**config.mk**
```make
export PLATFORM = sky130hd
export DESIGN_NAME = coin_credit_unit
export DESIGN_NICKNAME = d
export VERILOG_FILES = /design/src/rtl/coin_credit_unit.sv
export SDC_FILE = /design/constraint.sdc
export NUM_CORES = 1
export LEC_CHECK = 0
export CAP_MARGIN = 20
export CORE_ASPECT_RATIO = 1.75
export CORE_MARGIN = 4
export CORE_UTILIZATION = 40
export CTS_CLUSTER_SIZE = 12
export DETAILED_ROUTE_END_ITERATION = 8
export SETUP_SLACK_MARGIN = 0.4
export SLEW_MARGIN = 20
export SYNTH_ARGS = -nofsm -noshare
export SYNTH_HDL_FRONTEND = slang
export SYNTH_SLANG_ARGS = --single-unit
```
**constraint.sdc**
```tcl
create_clock -name clk -period 3.87 [get_ports clk]
set_clock_uncertainty 0.05 [all_clocks]
set_input_delay 0.774 -clock clk [delete_from_list [all_inputs] [get_ports clk]]
set_output_delay 0.774 -clock clk [all_outputs]
set_load 0.02 [all_outputs]
```
**src/rtl/coin_credit_unit.sv**
```systemverilog
// -----------------------------------------------------------------------------
// coin_credit_unit
//
// Payment front-end for the coin-operated washer. Accumulates credit from the
// 50-cent and 1-real buttons, hands the washer a single-cycle start pulse
// (moeda), returns change or refunds as troco_pulse pulses, and refuses coins
// while a paid cycle is pending or running.
//
// Handshake: moeda, troco_pulse and rejeita are one-clock event pulses, all
// registered. Each high cycle is one event; there is no back-pressure.
//
// Ports
//   clk           in   system clock
//   reset         in   asynchronous, active-low reset
//   botao_50cent  in   50-cent coin button (async level, debounced upstream)
//   botao_1real   in   1-real coin button (async level, debounced upstream)
//   cancelar      in   synchronous refund request (level)
//   machine_idle  in   1 = washer controller sits in ESPERA
//   moeda         out  start pulse to the washer, one clk wide
//   credit        out  current credit in 50-cent units
//   troco_pulse   out  one pulse per 50 cents returned
//   rejeita       out  one-clk pulse when a coin is refused
//   aceitar       out  coins are being accepted (panel lamp)
//   state_o       out  current FSM state (debug observation)
// -----------------------------------------------------------------------------
module coin_credit_unit #(
    parameter int PRICE       = 4,
    parameter int CREDIT_W    = 4,
    parameter int TIMEOUT_CYC = 1000,
    parameter int TMR_W       = 16
) (
    input  logic                clk,
    input  logic                reset,
    input  logic                botao_50cent,
    input  logic                botao_1real,
    input  logic                cancelar,
    input  logic                machine_idle,
    output logic                moeda,
    output logic [CREDIT_W-1:0] credit,
    output logic                troco_pulse,
    output logic                rejeita,
    output logic                aceitar,
    output logic [2:0]          state_o
);

    typedef enum logic [2:0] {
        IDLE     = 3'd0,
        ACUMULA  = 3'd1,
        PAGO     = 3'd2,
        TROCO    = 3'd3,
        BLOQUEIO = 3'd4
    } state_t;

    localparam logic [CREDIT_W-1:0] PRICE_C  = CREDIT_W'(PRICE);
    localparam logic [TMR_W-1:0]    TMO_LAST = TMR_W'(TIMEOUT_CYC - 1);

    state_t state_q, state_d;
    logic [CREDIT_W-1:0] credit_q, credit_d;
    logic [TMR_W-1:0]    timer_q, timer_d;
    logic phase_q, phase_d;          // TROCO: 1 = low half of a pulse pair
    logic from_pago_q, from_pago_d;  // TROCO exit target selector
    logic busy_seen_q, busy_seen_d;  // BLOQUEIO: washer has left ESPERA
    logic moeda_q, moeda_d;
    logic troco_q, troco_d;
    logic rejeita_q, rejeita_d;
    logic aceitar_q, aceitar_d;

    // Two-flop synchronizers plus a third flop for rising-edge detection
    logic b50_meta_q, b50_sync_q, b50_prev_q;
    logic b1r_meta_q, b1r_sync_q, b1r_prev_q;

    logic                b50_edge, b1r_edge;
    logic [1:0]          coin_val;
    logic                coin_det;
    logic [CREDIT_W:0]   coin_sum;
    logic                coin_fits;
    logic [CREDIT_W-1:0] remain;

    always_ff @(posedge clk or negedge reset) begin
        if (!reset) begin
            b50_meta_q <= 1'b0;
            b50_sync_q <= 1'b0;
            b50_prev_q <= 1'b0;
            b1r_meta_q <= 1'b0;
            b1r_sync_q <= 1'b0;
            b1r_prev_q <= 1'b0;
        end else begin
            b50_meta_q <= botao_50cent;
            b50_sync_q <= b50_meta_q;
            b50_prev_q <= b50_sync_q;
            b1r_meta_q <= botao_1real;
            b1r_sync_q <= b1r_meta_q;
            b1r_prev_q <= b1r_sync_q;
        end
    end

    assign b50_edge = b50_sync_q & ~b50_prev_q;
    assign b1r_edge = b1r_sync_q & ~b1r_prev_q;

    // 50c = 1 unit, 1 real = 2 units, both together = 3 units
    assign coin_val  = {b1r_edge, b50_edge};
    assign coin_det  = |coin_val;
    assign coin_sum  = {1'b0, credit_q} + (CREDIT_W+1)'(coin_val);
    assign coin_fits = ~coin_sum[CREDIT_W];
    assign remain    = credit_q - PRICE_C;

    always_ff @(posedge clk or negedge reset) begin
        if (!reset) begin
            state_q     <= IDLE;
            credit_q    <= '0;
            timer_q     <= '0;
            phase_q     <= 1'b0;
            from_pago_q <= 1'b0;
            busy_seen_q <= 1'b0;
            moeda_q     <= 1'b0;
            troco_q     <= 1'b0;
            rejeita_q   <= 1'b0;
            aceitar_q   <= 1'b0;
        end else begin
            state_q     <= state_d;
            credit_q    <= credit_d;
            timer_q     <= timer_d;
            phase_q     <= phase_d;
            from_pago_q <= from_pago_d;
            busy_seen_q <= busy_seen_d;
            moeda_q     <= moeda_d;
            troco_q     <= troco_d;
            rejeita_q   <= rejeita_d;
            aceitar_q   <= aceitar_d;
        end
    end

    always_comb begin
        state_d     = state_q;
        credit_d    = credit_q;
        timer_d     = timer_q;
        phase_d     = phase_q;
        from_pago_d = from_pago_q;
        busy_seen_d = busy_seen_q;
        moeda_d     = 1'b0;
        troco_d     = 1'b0;
        rejeita_d   = 1'b0;

        case (state_q)
            IDLE: begin
                timer_d     = '0;
                phase_d     = 1'b0;
                from_pago_d = 1'b0;
                busy_seen_d = 1'b0;
                if (coin_det) begin
                    if (coin_fits) begin
                        credit_d = coin_sum[CREDIT_W-1:0];
                        state_d  = ACUMULA;
                    end else begin
                        rejeita_d = 1'b1;
                    end
                end
            end

            ACUMULA: begin
                if (coin_det) begin
                    timer_d = '0;
                    if (coin_fits) credit_d = coin_sum[CREDIT_W-1:0];
                    else           rejeita_d = 1'b1;
                end else begin
                    timer_d = timer_q + 1'b1;
                end
                // Payment check uses the registered credit and wins over refund;
                // a coin arriving in the same cycle still lands in credit_d.
                if (credit_q >= PRICE_C) begin
                    state_d = PAGO;
                end else if (cancelar || (!coin_det && timer_q == TMO_LAST)) begin
                    state_d     = TROCO;
                    phase_d     = 1'b0;
                    from_pago_d = 1'b0;
                end
            end

            PAGO: begin
                if (coin_det) rejeita_d = 1'b1;
                if (machine_idle) begin
                    moeda_d  = 1'b1;
                    credit_d = remain;
                    if (remain != '0) begin
                        state_d     = TROCO;
                        phase_d     = 1'b0;
                        from_pago_d = 1'b1;
                    end else begin
                        state_d     = BLOQUEIO;
                        busy_seen_d = 1'b0;
                    end
                end
            end

            TROCO: begin
                if (coin_det) rejeita_d = 1'b1;
                if (!phase_q) begin
                    if (credit_q == '0) begin
                        state_d     = from_pago_q ? BLOQUEIO : IDLE;
                        busy_seen_d = 1'b0;
                    end else begin
                        troco_d  = 1'b1;
                        credit_d = credit_q - 1'b1;
                        phase_d  = 1'b1;
                    end
                end else begin
                    phase_d = 1'b0;
                end
            end

            BLOQUEIO: begin
                if (coin_det) rejeita_d = 1'b1;
                if (!machine_idle)    busy_seen_d = 1'b1;
                else if (busy_seen_q) state_d     = IDLE;
            end

            default: state_d = IDLE;
        endcase

        aceitar_d = (state_d == IDLE) || (state_d == ACUMULA);
    end

    assign moeda       = moeda_q;
    assign credit      = credit_q;
    assign troco_pulse = troco_q;
    assign rejeita     = rejeita_q;
    assign aceitar     = aceitar_q;
    assign state_o     = state_q;

endmodule
```
==> impl_metrics.tcl, run 1 <==
set metrics [dict create \
    outcome "finished, final reports clean" \
    core_area_um2 4480 \
    postCtsSetupBuffers 0 \
    synthXorXnorAreaFrac 0.0279 \
    worstPathMaxFanout 21 \
    drtPass1Iterations 4 \
    routed_wl_um 4230 \
    fill_cells 458 \
    leakage_uw 0.000925 \
    synth-compound-area-share 0.191 \
    synth_area_per_cell_um2 8.91 \
    ys.flop_type "dfrtp_1" \
    min_period_ns 2.60 \
    fp.dieW_um 59.8 \
    route.antenna.remaining_nets 0 \
    path_clk_slew_ns 0.08 \
    cp_cell_sequence "clkdlybuf4s50_1" \
    ios 17 \
    vias 1583 \
    die_h_um 98.7 \
    num_rows 32 \
    crit_start "state_o[0]" \
    min_path_type "register to register" \
    relSlewSlack 0.461 \
    cp_top_family "flip-flops" \
    wl_met3_um 123 \
    initial_core_util 0.419 \
    arrival_ns 1.77 \
    grt_max_degree 37 \
    nets 242 \
    clock-sinks 36 \
    antenna_found_initial 0 \
    gp_congestion 0.822 \
    netlist.area_leader.share 0.479 \
    synth_top_area_cell "dfrtp_1" \
    top_register "timer_q" \
    diodes 0 \
    slew_viol_final 0 \
    viasPerCell 5.67 \
    netlist_area_um2 1880 \
    fin_setup_tns_ns 0 \
    placed_area_um2 2080 \
    routedWlPerCell_um 15.2 \
    end_kind "output pin" \
    synth_top_family_by_area "simple AND/OR/NAND/NOR gates" \
    rrSetupSlack_ns 1.53 \
    reg2reg_depth 9 \
    start_kind "register" \
    synth-edff-count 0 \
    syn_inst 211 \
    dp_hpwl_um 3010 \
    r2r-end "credit[0]" \
    yosys.area_share.adder 0.0572 \
    dieArea_um2 5910 \
    worstMarginPinSlew_ns 0.809 \
    hold_violations 0 \
    area_delta_synth_final_pct 15.0 \
    cp.required_ns 3.05 \
    cts_tree "yes" \
    gr-total-overflow 0 \
    slowest_delay_ns 0.76 \
    drv_cap 0 \
    root_buffer "clkbuf_8" \
    ys_types 38 \
    stdcell_area_um2 2160 \
    finalSetupViolCount 0 \
    worst-path-stages 1 \
    ctsResizeCount 0 \
    dr.max_layer_used "met4" \
    grt_usage 0.160 \
    crit_end "state_o[0]" \
    met1_length_um 1770 \
    htreeDepth 2 \
    irDropWorstVdd_v 0.000355 \
    grt_pass1_vias 1559 \
    period_share 0.671 \
    grt_pass1_wl_um 7290 \
    dr_wl_met2_um 2220 \
    drive_above_1_share 0.0482 \
    critPathKind "register to output pin" \
    regArea_um2 901 \
    holdWs_ns 0.300 \
    rsz0062_at_grt "no" \
    yosysMostFrequentCell "dfrtp_1" \
    critPathSlowestCell "dfrtp_1" \
    worst-path-buf-inv 1 \
    drt_iter0_drc 54 \
    yosysWarnings 0 \
    synthMuxAreaShare 0 \
    p_per_area_nw_per_um2 599 \
    cts_made_buffers 5 \
    yosys.area_share.simple 0.209 \
    insertion_delay_ns 0.29 \
    largest_reg_flops 16 \
    multi_input_area_um2 912 \
    synth-seq-area-share 0.479 \
    ctsHoldBuffers 0 \
    r2r_start "b50_sync_q" \
    port_buffers 16 \
    ys_top_cells_by_count "dfrtp_1, o21ai_0, nand2_1, a21oi_1, nor2_1" \
    fmax_mhz 385 \
    clockBufferDepth 2 \
    synth_nets 225 \
    drcViolationCount 0 \
    fin_util 0.482 \
    synth.top_cells.by_area "dfrtp_1, o21ai_0, ha_1" \
    synthArstFlopShare 1.00 \
    ys_ff_latch 36 \
]
==> cell type report <==
cell class,count,area share
Clock inverter,2,0.00579
Sequential cell,36,0.417
Tap cell,51,0.0295
Clock buffer,5,0.0318
Timing Repair Buffer,17,0.0752
Multi-Input combinational cell,157,0.422
Inverter,11,0.0191
==> cell families after synthesis <==
| family | after synthesis |
|---|---|
| AO/OA/AOI/OAI | 63 |
| XOR/XNOR | 6 |
| adder cells (fa/ha/maj) | 8 |
| buffers and inverters | 18 |
| flip-flops | 36 |
| AND/OR/NAND/NOR | 80 |
==> worst min path at each step <==
stage,start,end,cells past startpoint,slack [ns]
floorplan,b1r_meta_q,b1r_sync_q,0,0.28
global placement,b1r_meta_q,b1r_sync_q,0,0.28
detailed placement,b1r_meta_q,b1r_sync_q,0,0.29
CTS,b1r_meta_q,b1r_sync_q,0,0.30
global route,b1r_meta_q,b1r_sync_q,0,0.31
finish,b1r_meta_q,b1r_sync_q,0,0.30
==> metrics by stage <==
stage | cells | worst slack, ns | power (uW)
CTS | 279 | 1.28 | 1310
global placement | 272 | 1.40 | 1040
finish | 279 | 1.27 | 1290
global route | 279 | 1.18 | 1390
floorplan | 211 | 1.81 | 857
detailed placement | 272 | 1.35 | 1040
==> power breakdown <==
| part | switching [uW] | total (uW) | internal [uW] |
|---|---|---|---|
| clock network | 138 | 260 | 122 |
| logic | 288 | 505 | 216 |
| registers | 90.4 | 530 | 440 |
| total | 517 | 1290 | 778 |
==> worst register-to-register path, delay by kind of cell, from the launching register on <==
kind	cells	cell delay, ns
buffers and inverters	1	0.08
AO/OA/AOI/OAI	4	0.93
adder cells (fa/ha/maj)	2	0.63
flip-flops	1	0.38
AND/OR/NAND/NOR	2	0.20
==> cell usage in the layout (no fill, tap or decap), drive strengths merged, types with 3 or more instances in the layout <==
master,instances
inv,11
ha,7
xnor2,3
nand2,23
clkdlybuf4s50,15
a211oi,3
dfrtp,36
a21oi,14
o21ai,34
nand2b,3
clkbuf,5
nor2b,3
xor2,3
nand4,6
nor3,8
nor2,14
nand3,11
==> metal layers <==
| metal | track usage | up-vias |
|---|---|---|
| met1 | 0.183 | 762 |
| met5 | 0 | - |
| met2 | 0.276 | 29 |
| li1 | - | 780 |
| met3 | 0.0301 | 12 |
| met4 | 0.0751 | 0 |
(Power assumes the default switching activity.)
==> inputs of run 2 (changes only) <==
==> constraint.sdc (replaced) <==
create_clock -name clk -period 2.7 [get_ports clk]
set_clock_uncertainty 0.05 [all_clocks]
set_input_delay 0.54 -clock clk [delete_from_list [all_inputs] [get_ports clk]]
set_output_delay 0.54 -clock clk [all_outputs]
set_load 0.02 [all_outputs]
==> run 2 against run 1 <==
Via count up 1.9%. Worst hold slack worse by 0.016 ns. Clock power increased by 83%. Sequential share of layout area down 1.1 points. Combinational power up 56%. Global-route usage increased by 0.44 points. Clock-buffer cell count is the same. Non-clock buffer count is 4 higher.
==> impl_metrics.tcl, run 2 (synthesis results as in run 1) <==
set metrics [dict create \
    outcome "finished, final reports clean" \
    worst_slack_ns 0.513 \
    final_cell_mix "dfrtp_1, o21ai_0, nand2_1" \
    reg2reg_depth 10 \
    hold_violations 0 \
    min_path_type "primary input to asynchronous set/reset pin" \
    p_per_area_nw_per_um2 899 \
    grt_pass1_vias 1600 \
    netSwitchingFraction 0.379 \
    drcViolationCount 0 \
    path_clk_slew_ns 0.08 \
    viasPerCell 5.68 \
    root_buffer "clkbuf_8" \
    start_kind "register" \
    r2r-end "credit[3]" \
    slowest_delay_ns 0.69 \
    arrival_ns 1.60 \
    fin_setup_tns_ns 0 \
    critPathSlowestCell "clkdlybuf4s50_1" \
    grt_pass1_wl_um 7510 \
    clockBufferDepth 2 \
    initial_core_util 0.419 \
    die_h_um 98.7 \
    finalSetupViolCount 0 \
    grt_max_degree 37 \
    ctsHoldBuffers 0 \
    vias 1613 \
    worst-path-stages 1 \
    worst-path-buf-inv 1 \
    routedWlPerCell_um 15.4 \
    fmax_mhz 457 \
    htreeDepth 2 \
    port_buffers 16 \
    fill_cells 438 \
    drtPass1Iterations 4 \
    p_int_uw 1240 \
    end_kind "output pin" \
    antenna_found_initial 0 \
    final_cell_count_no_fill 284 \
    p_switching_uw 757 \
    dp_hpwl_um 3080 \
    seqPwrFrac 0.367 \
    cts_tree "yes" \
    critPathKind "register to output pin" \
    pre_cts_ws_ns 0.366 \
    clkPwrFrac 0.239 \
    finalPower_uw 2000 \
    largest_reg_flops 16 \
    drive_above_1_share 0.0687 \
    dp.cells 274 \
    p_comb_frac 0.394 \
    diodes 0 \
    crit_start "state_o[2]" \
    mostFrequentLayoutCell "dfrtp_1" \
    period_share 0.810 \
    core_area_um2 4480 \
    gr-total-overflow 0 \
    nets 246 \
    top_register "timer_q" \
    ios 17 \
    slew_viol_final 0 \
    gp_congestion 0.830 \
    irDropWorstVdd_v 0.000485 \
    route.antenna.remaining_nets 0 \
    worstPathMaxFanout 13 \
    clock-sinks 36 \
    cts_made_buffers 5 \
    routed_wl_um 4370 \
    fp.dieW_um 59.8 \
    min_period_ns 2.19 \
    worstMarginPinSlew_ns 0.812 \
    leakage_uw 0.000957 \
    drt_iter0_drc 70 \
    area_delta_synth_final_pct 18.2 \
    r2r_start "b50_sync_q" \
    insertion_delay_ns 0.29 \
    cp_top_family "buffers and inverters" \
    cp.required_ns 2.11 \
    dieArea_um2 5910 \
    rsz0062_at_grt "no" \
    cp_cell_sequence "clkdlybuf4s50_1" \
    num_rows 32 \
    grt_usage 0.164 \
    relSlewSlack 0.459 \
    rrSetupSlack_ns 0.54 \
    drv_cap 0 \
]
run 2: cell types whose count changed in the layout (fill, tap and decap cells not counted), sizes merged:
cell / previous run / this run
bufinv: 0 / 1
buf: 2 / 6
run 2: what timing repair did:
action                     4_1_cts  5_1_grt
setup endpoints to repair        1        2
buffers inserted                 1        1
resized for setup                0        1
pin swaps                        1        1
run 2: per-layer routing:
| metal | global-route usage | vias up | wire length (um) | share of wire |
|---|---|---|---|---|
| met4 | 0.0785 | 0 | 101 | 0.023 |
| met3 | 0.0315 | 7 | 128 | 0.029 |
| met1 | 0.192 | 773 | 1710 | 0.39 |
| li1 | - | 794 | - | - |
| met2 | 0.278 | 39 | 2430 | 0.56 |
| met5 | 0 | - | 0 | 0 |
run 2: how the worst max path moves through the flow:
stage            endpoint  slack (ns)
3_3_place_gp    credit[0]        0.47
4_1_cts        state_o[2]        0.49
5_1_grt         credit[0]        0.41
2_1_floorplan   credit[0]        0.64
6_report       state_o[2]        0.51
3_5_place_dp    credit[0]        0.37
run 2: cell type report:
class	instances	area, um2	share of cell area
multi-input cells	157	912	0.410
flip-flops and latches	36	901	0.405
repair buffers	21	193	0.0867
clock buffers	5	68.8	0.0310
well taps	51	63.8	0.0287
clock inverters	3	42.5	0.0191
inverters	11	41.3	0.0186
run 2: metrics by stage:
stage          hold WS [ns]  utilization  instance area, um2
2_1_floorplan         0.194            -                1880
3_3_place_gp          0.285        0.467                2100
3_5_place_dp          0.285        0.467                2100
4_1_cts               0.290        0.494                2210
5_1_grt               0.301        0.496                2220
6_report              0.284        0.496                2220
run 2: power by group through the flow:
stage                     registers, uW  logic (uW)  clock network [uW]
after global placement              745         765                   0
after CTS                           734         791                 491
after floorplan                     781         448                   0
after detailed placement            745         767                   0
after global routing                751         883                 514
final                               734         787                 477
